===== config.mk =====
export PLATFORM = sky130hd
export DESIGN_NAME = fetch_unit
export DESIGN_NICKNAME = d
export VERILOG_FILES = /design/src/rtl/fetch_unit_pkg.sv /design/src/rtl/fetch_unit.sv
export SDC_FILE = /design/constraint.sdc
export NUM_CORES = 1
export LEC_CHECK = 0
export ABC_AREA = 1
export BUFFER_PORTS_ARGS = -buffer_cell sky130_fd_sc_hd__buf_2
export CAP_MARGIN = 20
export CORE_ASPECT_RATIO = 1.2
export CORE_MARGIN = 4
export CORE_UTILIZATION = 44
export DETAILED_ROUTE_END_ITERATION = 6
export PLACE_DENSITY = 0.82
export SYNTH_ARGS = -nofsm -noshare
export SYNTH_HDL_FRONTEND = slang
export SYNTH_SLANG_ARGS = --single-unit
export TNS_END_PERCENT = 20

===== constraint.sdc =====
create_clock -name clk -period 1.1 [get_ports clk]
set_clock_uncertainty 0.1 [all_clocks]
set_input_delay 0.055 -clock clk [delete_from_list [all_inputs] [get_ports clk]]
set_output_delay 0.055 -clock clk [all_outputs]
set_load 0.03 [all_outputs]

===== src/rtl/fetch_unit_pkg.sv =====
// Shared constants for the instruction fetch stage: default widths, opcode field bounds,
// reset PC and timeout length.
package fetch_unit_pkg;

  localparam int unsigned PC_W_DEF           = 8;
  localparam int unsigned INSTR_W_DEF        = 16;
  localparam int unsigned OPCODE_HI          = 15;
  localparam int unsigned OPCODE_LO          = 11;
  localparam int unsigned OPCODE_W           = OPCODE_HI - OPCODE_LO + 1;
  localparam int unsigned RESET_PC_DEF       = 0;
  localparam int unsigned TIMEOUT_CYCLES_DEF = 15;

endpackage


===== src/rtl/fetch_unit.sv =====
// Instruction fetch stage: owns the PC and IR and runs a req/ack handshake with instruction memory.
// Optional FETCH_TIMEOUT_EN adds a WAIT-state watchdog that raises a sticky fault.
module fetch_unit
  import fetch_unit_pkg::*;
#(
  parameter int unsigned PC_W           = PC_W_DEF,
  parameter int unsigned INSTR_W        = INSTR_W_DEF,
  parameter int unsigned RESET_PC       = RESET_PC_DEF,
  parameter int unsigned TIMEOUT_CYCLES = TIMEOUT_CYCLES_DEF
) (
  input  logic                clk,
  input  logic                rst,
  input  logic                fetch_req,
  input  logic                pc_load,
  input  logic [PC_W-1:0]     pc_load_value,
  output logic                imem_req,
  output logic [PC_W-1:0]     imem_addr,
  input  logic                imem_ack,
  input  logic [INSTR_W-1:0]  imem_data,
  output logic [INSTR_W-1:0]  ir,
  output logic [OPCODE_W-1:0] opcode,
  output logic                ir_valid,
  output logic                busy,
  output logic [PC_W-1:0]     pc,
  output logic                fault
);

  typedef enum logic {
    S_IDLE = 1'b0,
    S_WAIT = 1'b1
  } state_t;

  state_t          state;
  logic            pend_valid;
  logic [PC_W-1:0] pend_pc;
  logic            timeout_c;

`ifdef FETCH_TIMEOUT_EN
  localparam int unsigned CNT_W = $clog2(TIMEOUT_CYCLES + 1);

  logic [CNT_W-1:0] wait_cnt;

  // Fires on the WAIT cycle that would complete the allowed number of ack-less cycles.
  assign timeout_c = (state == S_WAIT) && !imem_ack &&
                     (wait_cnt == CNT_W'(TIMEOUT_CYCLES - 1));

  always_ff @(posedge clk) begin
    if (rst) begin
      wait_cnt <= '0;
      fault    <= 1'b0;
    end else begin
      if (state == S_IDLE) begin
        wait_cnt <= '0;
      end else if (!imem_ack) begin
        wait_cnt <= wait_cnt + CNT_W'(1);
      end
      if (timeout_c) begin
        fault <= 1'b1;
      end
    end
  end
`else
  logic unused_timeout;

  assign timeout_c      = 1'b0;
  assign fault          = 1'b0;
  assign unused_timeout = ^TIMEOUT_CYCLES;
`endif

  assign opcode = ir[OPCODE_HI:OPCODE_LO];
  assign busy   = (state == S_WAIT);

  // Fetch FSM with PC, IR and pending-jump bookkeeping.
  always_ff @(posedge clk) begin
    if (rst) begin
      state      <= S_IDLE;
      pc         <= PC_W'(RESET_PC);
      ir         <= '0;
      ir_valid   <= 1'b0;
      imem_req   <= 1'b0;
      imem_addr  <= '0;
      pend_valid <= 1'b0;
      pend_pc    <= '0;
    end else begin
      case (state)
        S_IDLE: begin
          if (pc_load) begin
            pc <= pc_load_value;
          end
          if (fetch_req) begin
            imem_addr  <= pc_load ? pc_load_value : pc;
            imem_req   <= 1'b1;
            ir_valid   <= 1'b0;
            pend_valid <= 1'b0;
            state      <= S_WAIT;
          end
        end
        S_WAIT: begin
          if (imem_ack) begin
            ir         <= imem_data;
            ir_valid   <= 1'b1;
            imem_req   <= 1'b0;
            pend_valid <= 1'b0;
            state      <= S_IDLE;
            // A jump arriving on the ack cycle is the most recent one and wins.
            if (pc_load) begin
              pc <= pc_load_value;
            end else if (pend_valid) begin
              pc <= pend_pc;
            end else begin
              pc <= imem_addr + PC_W'(1);
            end
          end else if (timeout_c) begin
            imem_req   <= 1'b0;
            ir_valid   <= 1'b0;
            pend_valid <= 1'b0;
            state      <= S_IDLE;
          end else if (pc_load) begin
            pend_valid <= 1'b1;
            pend_pc    <= pc_load_value;
          end
        end
        default: state <= S_IDLE;
      endcase
    end
  end

endmodule

Word level (Yosys, flattened, before mapping)
Index checks and enable logic that the tools add are counted.
{"block": "op_classes", "addsub": 1, "n_eq_ne": 3, "muxes": 17, "n_bitwise": 2, "reduce_logical": 5}
{"cell": "two-way mux 8 bit", "count": 4}
{"cell": "one-hot mux 8 bit (2 select lines)", "count": 1}
{"cell": "adder 8 x 1 -> 8 bit, second input constant", "count": 1}
{"cell": "two-way mux 1 bit", "count": 8}
{"cell": "one-hot mux 1 bit (2 select lines)", "count": 4}
{"cell": "AND reduction 2 bit", "count": 4}
{"cell": "!= test 2 bit, second input constant", "count": 2}
{"cell": "!= test 3 bit, second input constant", "count": 1}
{"cell": "AND reduction 3 bit", "count": 1}
{"cell": "NOT 1 bit", "count": 2}
{"block": "word_totals", "regBits": 44, "inputBits": 29, "out_inout_bits": 41, "elab_cells": 36}

Logic depth before layout (Yosys ltp)
Gate-level depths: netlist of run 1.
{"block": "logic_depth", "depth_word": 5, "ltp_mapped": 9, "ltp_nobuf": 9}

Worst setup path after synthesis of run 1
Ideal clock, no wire load.
{"block": "synth_path", "path_kind": "reg2reg", "start": "register imem_addr[1]", "end": "register pc[6]", "setup_ns": 0.122, "t_arrival_ns": 1.313, "required_time_ns": 0.878, "slack_ns": -0.435, "path_stages_with_launch": 7, "n_path_buf": 0, "period_less_slack_ns": 1.535, "cell_sequence": "dfxtp_1 -> ha_1 -> nand3_1 -> nor2_1 -> a21oi_1 -> o21ai_0 -> a21oi_1"}
{"block": "synth_between", "elab_chain_len": 5}
{"item": "start: declaration", "line": "fetch_unit.sv:17", "text": "output logic [PC_W-1:0] imem_addr,"}
{"item": "start signal: assignment", "line": "fetch_unit.sv:91", "text": "imem_addr <= pc_load ? pc_load_value : pc;"}
{"item": "adder 8 x 1 -> 8 bit", "line": "fetch_unit.sv:111", "text": "pc <= imem_addr + PC_W'(1);"}
{"item": "two-way mux 8 bit", "line": "fetch_unit.sv:108", "text": "end else if (pend_valid) begin"}
{"item": "two-way mux 8 bit", "line": "fetch_unit.sv:106", "text": "if (pc_load) begin"}
{"item": "two-way mux 8 bit", "line": "fetch_unit.sv:99", "text": "if (imem_ack) begin"}
{"item": "one-hot mux 8 bit (2 select lines)", "line": "fetch_unit.sv:85", "text": "case (state)"}
{"item": "end signal: assignment", "line": "fetch_unit.sv:88", "text": "pc <= pc_load_value;"}
{"item": "end signal: assignment", "line": "fetch_unit.sv:107", "text": "pc <= pc_load_value;"}
{"item": "end signal: assignment", "line": "fetch_unit.sv:109", "text": "pc <= pend_pc;"}
{"item": "end: declaration", "line": "fetch_unit.sv:24", "text": "output logic [PC_W-1:0] pc,"}
No other way between the ends. The select of a mux whose other input is x is not followed.
A chain may end at the register's enable or synchronous reset.

Worst setup path in the final report of run 1
{"block": "layout_path", "start": "register state (netlist: busy)", "end": "register pc[3]"}
{"block": "layout_between", "elab_chain_len": 2, "elab_cells_between_ends": 3, "cone_classes": "eq/ne: 1; mux: 1; bitwise: 1"}
{"item": "start: declaration", "line": "fetch_unit.sv:33", "text": "state_t state;"}
{"item": "start signal: assignment", "line": "fetch_unit.sv:76", "text": "state <= S_IDLE;"}
{"item": "start signal: assignment", "line": "fetch_unit.sv:95", "text": "state <= S_WAIT;"}
{"item": "start signal: assignment", "line": "fetch_unit.sv:104", "text": "state <= S_IDLE;"}
{"item": "NOT 1 bit"}
{"item": "one-hot mux 8 bit (2 select lines)", "line": "fetch_unit.sv:85"}
{"item": "end signal: assignment", "line": "fetch_unit.sv:77", "text": "pc <= PC_W'(RESET_PC);"}
{"item": "end signal: assignment", "line": "fetch_unit.sv:88"}
{"item": "end signal: assignment", "line": "fetch_unit.sv:107"}
Parallel ways exist; a longest one is shown, timed or not.

==> impl_results.md, run 1 <==
* Status: finished with violations
* Failing checks: setup timing
* Initial DRC count at 201
* Post-synthesis cell type count at 31
* Place WS at -131 ps
* Syn_area_per_cell at 7.62 um2
* Port-buffer cells at 68
* FILL cells at 313
* Mapped Cells at 263
* Max-cap violations at 0
* Worst-path maximum fanout at 7
* Initial Util at 46.3%
* Num Clock Sinks at 44
* Final net count at 409
* TNS Setup at -2210 ps
* Post-DP HPWL at 4050 um
* Yosys warning count at 0
* DIE WIDTH at 69.6 um
* Sequential power share at 43.3%
* Area Overhead vs Synth at 59.4%
* Largest net degree at the start of global routing at 20
* Worst EP required at 1230 ps
* CTS Buf Count at 5
* Critical-path cell list: inv_8 -> nor2_8 -> buf_6 -> a21oi_2 -> a21oi_1
* CP max stage cell: dfxtp_4
* Area of the die at 5700 um2
* Depth of the CTS H-tree at 2
* DRT antenna net count at 0
* Layout cells sized above 1 at 42.1%
* Final hold vios at 0
* Seq/Total Area, Yosys at 44.0%
* Post-layout min period at 1270 ps
* CP bufs+invs at 2
* Vias per cell at 5.24
* RSZ-0062 raised after global routing: true
* Tot Pwr at 4.10 mW
* First-pass GRT wire length at 10,400 um
* Clock network fraction of design power at 31.1%
* Post-synth net total at 293
* Drt first pass iters at 5
* Die Y at 81.9 um
* F_max at 790 MHz
* Clock buffer depth at 2
* WL/cell at 15.3 um
* Reg clk slew, reported paths at 90 ps
* Root buffer cell: clkbuf_8
* Design Area, Final at 3190 um2
* Sw Pwr at 1.30 mW
* CORE AREA at 4330 um2
* Endpoints failing setup at 25
* DR DRC count at 0
* Logic gate share of total power at 25.6%
* Switch share at 31.7%
* Power per Cell Area at 1280 nW/um2
* Vias in the first global route at 2,296
* Top FF cell, synth: dfxtp_1
* FP Rows at 26
* #FFs+latches synth at 44
* Initial antenna violation count at 0
* P_int at 2.80 mW
* GPL Wtd Cong at 0.853
* WL final at 6650 um
* Critical Path Sink Type: flip-flop
* Post-Synthesis Cell Area at 2000 um2
* Cell family with most CP delay: flip-flops
* GRT Util Overall at 22.9%
* Max-slew violation count at 0
* Worst stage delay on the critical path at 410 ps
* Post-synth EDFFs at 0
* P_leak at 1.46 nW
* Asr flop ratio synth at 0%
* Placed cell area at 2520 um2
* Startpoint Class: flip-flop
* Critical path class: flip-flop to flip-flop
* HP Class: input port to flip-flop
* Max VDD drop at 0.994 mV
* Antenna diodes at 0
* Worst-skew pair later-pin latency at 300 ps
* DR vias at 2,286
* Crit share post-route at 115%
* I/O pin count at 70
* Grt total ovfl at 0
* CTS tree: built
* Min setup slack post-route at -165 ps
* WP data arrival at 1400 ps
## metrics by stage
step                instances  hold slack, ps  util [%]
floorplan                 263            24.1         -
global placement          397             195      58.3
detailed placement        397             205      58.3
CTS                       434            3.83      69.9
global route              436            12.7      73.8
finish                    436            9.17      73.8
## flip-flops by register name, indices dropped and copies added, names as in the netlist
name and cells:
imem_addr 8, pend_valid 1, ir_valid 1, ir 16
pc 8, imem_req 1, pend_pc 8, busy 1
## metal layers
layer	routed length (um)	part of all wire (%)	global-route usage [%]	vias up
li1	-	-	-	1101
met1	2430	37	23.6	1054
met2	3480	52	43.3	115
met3	554	8.3	6.12	16
met4	186	2.8	10.5	0
met5	0	0	0	-
## worst paths after layout
check              from          to  slack [ps]  cells after the start
max                busy       pc[3]        -170                      5
min reg2reg  pend_pc[6]  pend_pc[6]         360                      2
max reg2reg        busy       pc[3]        -170                      5
min           fetch_req  pend_valid           9                      4
## layout make-up
type                       instances  area, um2  share of cell area [%]
clock inverter                     3       41.3                    1.29
timing repair buffer             126        926                    29.0
tap                               56       70.1                    2.19
sequential                        44        902                    28.3
clock buffer                       5       68.8                    2.16
inverter                          24        115                    3.61
multi-input combinational        178       1070                    33.5
## worst reg2reg max path, cell delays in order, from the launching register on
cell and delay, ps:
dfxtp_4 410, inv_8 60, nor2_8 240, buf_6 160, a21oi_2 60, a21oi_1 160
## placed cells by master (no fill, tap or decap), drive strengths merged
cell	netlist	routed
buf	14	97
nor2	48	48
dfxtp	44	44
o21ai	37	37
a21oi	32	32
nand2	31	31
dlygate4sd3	0	26
inv	23	24
clkbuf	3	8
nand3	8	8
o22ai	6	6
a31oi	3	3
a311oi	3	3
a21boi	3	3
xor2	3	3
clkinv	1	2
nor3	1	1
o211ai	1	1
ha	1	1
conb	1	1
bufinv	0	1
## logic make-up (layout without fill, tap and decap cells)
| logic type | count (synthesis) | after routing | share of synthesized area, % |
|---|---|---|---|
| adders and majority gates | 1 | 1 | 0.625 |
| and+or+nand+nor | 88 | 88 | 19.0 |
| xor gates and xnor gates | 3 | 3 | 1.31 |
| other | 1 | 1 | 0.187 |
| AOI/OAI and AO/OA | 85 | 85 | 23.6 |
| buffers and inverters | 41 | 158 | 11.3 |
| DFF | 44 | 44 | 44.0 |
## power by group through the flow
stage | Clock [mW] | Sequential [mW] | Combinational [mW]
3_3_place_gp | 0 | 1.80 | 0.799
6_report | 1.27 | 1.78 | 1.05
2_1_floorplan | 0 | 1.97 | 0.368
4_1_cts | 1.28 | 1.77 | 0.938
5_1_grt | 1.33 | 1.79 | 1.13
3_5_place_dp | 0 | 1.81 | 0.811
## Yosys cell counts (4+ instances only)
cell type	instances	share of area, %
o21ai_1	4	1.0
buf_4	7	2.6
a21oi_1	31	7.7
buf_6	5	2.8
dfxtp_1	44	44
o22ai_1	6	1.9
o21ai_0	31	7.7
nor2_1	45	8.4
inv_1	18	3.4
nand3_1	8	2.0
nand2_1	28	5.2
inv_2	4	0.75
## what timing repair did
item / CTS / global route
hold buffers: 26 / 0
endpoints found under the hold margin: 28 / 0
buffers inserted: 3 / 2
pin swaps: 7 / 11
endpoints found under the setup margin: 36 / 50
gates resized for setup: 33 / 61
No activity file was read; power rests on OpenSTA's default activity.
==> run 2: changes to the inputs <==
--- a/config.mk
+++ b/config.mk
@@ -9,9 +9,10 @@
 export BUFFER_PORTS_ARGS = -buffer_cell sky130_fd_sc_hd__buf_2
 export CAP_MARGIN = 20
 export CORE_ASPECT_RATIO = 1.2
-export CORE_MARGIN = 4
+export CORE_MARGIN = 2
 export CORE_UTILIZATION = 44
 export DETAILED_ROUTE_END_ITERATION = 6
+export GPL_TIMING_DRIVEN = 0
 export PLACE_DENSITY = 0.82
 export SYNTH_ARGS = -nofsm -noshare
 export SYNTH_HDL_FRONTEND = slang
==> run 2 against run 1 <==
Compared with the run above:
- the flow still finishes with violations (setup timing)
- global-route usage rose by 2.5 points
- clock-buffer cell count rose by 2
- maximum frequency rose by 0.13%
- setup slack improved by 1.7 ps
- clock power fell by 17%
- register-to-register slack barely moved
- sequential power barely moved
- largest cell class unchanged
- first-iteration DRC count fell by 11%
- critical path depth rose by 2
- cell count fell by 1.4%
- sequential cell count did not move
- final area fell by 3.3%
==> impl_results.md, run 2 (same netlist as run 1, synthesis figures left out) <==
* Largest net degree at the start of global routing at 14 (-30%)
* Initial DRC count at 178 (-11%)
* Worst Reg-to-Reg Cells at 7 (+2)
* Vias per cell at 5.13 (-2.2%)
* Port-buffer cells at 67 (-1.5%)
* Worst-path maximum fanout at 10 (+3)
* Status: finished with violations
* WP data arrival at 1360 ps (-40 ps)
* Initial antenna violation count at 0 (unchanged)
* Depth of the CTS H-tree at 2 (unchanged)
* WL/cell at 14.3 um (-6.2%)
* Endpoints failing setup at 38 (+52%)
* Root buffer cell: clkbuf_8
* Final hold vios at 0 (unchanged)
* Num Clock Sinks at 44 (unchanged)
* Most frequent cells in the layout: 56 x buf_2, 40 x nor2_1, 31 x dfxtp_1
* Final net count at 403 (-1.5%)
* Critical-path cell list: buf_8 -> inv_8 -> nor2_8 -> nand2_4 -> buf_8 -> o21ai_2 -> a21oi_2
* CTS tree: built
* Non-Filler Instances at 430 (-1.4%)
* DIE WIDTH at 65.6 um (-5.7%)
* FILL cells at 314 (+0.32%)
* Most common cell after layout, fill and taps aside: buf_2
* Die Y at 77.9 um (-4.9%)
* CTS Buf Count at 5 (unchanged)
* Place WS at -211 ps (-80.7 ps)
* WL final at 6150 um (-7.5%)
* Max-cap violations at 0 (unchanged)
* HP Class: input port to flip-flop
* Startpoint Class: flip-flop
* I/O pin count at 70 (unchanged)
* GRT Util Overall at 25.3% (+2.5 points)
* FP Rows at 26 (unchanged)
* Critical Path Sink Type: flip-flop
* Hold path depth at 5 (+1)
* TNS Setup at -3850 ps (-1650 ps)
* First-pass GRT wire length at 10000 um (-3.8%)
* Max-slew violation count at 0 (unchanged)
* GPL Wtd Cong at 0.877 (+2.8%)
* Largest Register: ir
* CP max stage cell: dfxtp_4
* Cell mode on critical path: buf_8
* Failing checks: setup timing
* Drt first pass iters at 4 (-1)
* Area Overhead vs Synth at 54.1%
* Antenna diodes at 0 (unchanged)
* Tot Pwr at 3.84 mW (-6.2%)
* Crit share post-route at 115% (-0.15 points)
* Power per Cell Area at 1250 nW/um2 (-3.0%)
* Clock buffer depth at 2 (unchanged)
* Max FFs per register at 16 (unchanged)
* Post-DP HPWL at 3840 um (-5.2%)
* Layout cells sized above 1 at 40.9% (-1.2 points)
* DR DRC count at 0 (unchanged)
* Vias in the first global route at 2,189 (-4.7%)
* CORE AREA at 4330 um2 (unchanged)
* DRT antenna net count at 0 (unchanged)
* DR vias at 2,204 (-3.6%)
* P_leak at 1.40 nW (-3.6%)
* Critical path class: flip-flop to flip-flop
* Final core area utilization at 71.3% (-2.5 points)
* Grt total ovfl at 0 (unchanged)
* Worst-skew pair later-pin latency at 300 ps (about the same)
* Reg clk slew, reported paths at 90 ps (about the same)
* Min setup slack post-route at -164 ps (+1.66 ps)
* Initial Util at 46.3% (unchanged)
* RSZ-0062 raised after global routing: true
* Area of the die at 5110 um2 (-10%)
* F_max at 791 MHz (+0.13%)
* Placed Cells at 386 (-2.8%)
* Worst EP required at 1200 ps (-30 ps)
* Post-layout min period at 1260 ps (-1.66 ps)
* Max VDD drop at 0.937 mV (-5.8%)
* Worst stage delay on the critical path at 360 ps (-50 ps)
run 2: cell count changes in the layout (fill, tap and decap cells not counted), sizes merged:
cell,change
clkinv,-1
buf,-6
dlygate4sd3,-1
clkbuf,+3
bufinv,-1
run 2: final timing paths:
check,start,to,slack [ps]
worst max register to register,busy,pend_pc[5],-160
worst min register to register,pend_pc[4],pend_pc[4],370
worst min-delay path,pc_load_value[7],pc[7],30
worst max-delay path,busy,pend_pc[5],-160
run 2: metrics by stage:
stage	instance area, um2	hold slack (ps)
after global routing	3090	31.6
after CTS	2960	11.0
final	3090	25.9
after global placement	2450	194
after detailed placement	2450	210
after floorplan	2040	24.1
run 2: cell type report:
type / instances / area (um2) / area share (%)
flip-flops and latches: 44 / 910 / 29.5
inverters: 24 / 105 / 3.40
multi-input cells: 178 / 1020 / 33.2
clock inverters: 1 / 6.26 / 0.203
repair buffers: 103 / 742 / 24.0
clock buffers: 7 / 86.3 / 2.80
well taps: 56 / 70.1 / 2.27
plain buffers: 17 / 144 / 4.66
run 2: what timing repair did:
item	in CTS	in global routing
hold buffers	25	0
pin swaps	6	7
setup endpoints to repair	45	55
buffers inserted	9	2
resized for setup	29	40
hold endpoints to repair	28	0
run 2: routing by layer:
layer	up-vias	wire (um)	part of all wire, %	track usage [%]
li1	1089	-	-	-
met4	0	162	2.6	8.33
met1	1008	2370	38	28.5
met3	19	411	6.7	6.96
met5	-	0	0	0
met2	88	3210	52	45.2
run 2: worst max-delay path: cells and delay by family, from the launching register on:
kind,cells,cell delay [ps]
AOI/OAI and AO/OA,2,160
buffers and inverters,3,310
DFF,1,360
and+or+nand+nor,2,240
run 2: where the power goes:
group          internal, mW  total (mW)  switching (mW)
Clock                 0.513        1.06           0.552
Sequential             1.69        1.78          0.0844
Combinational         0.413        1.00           0.589
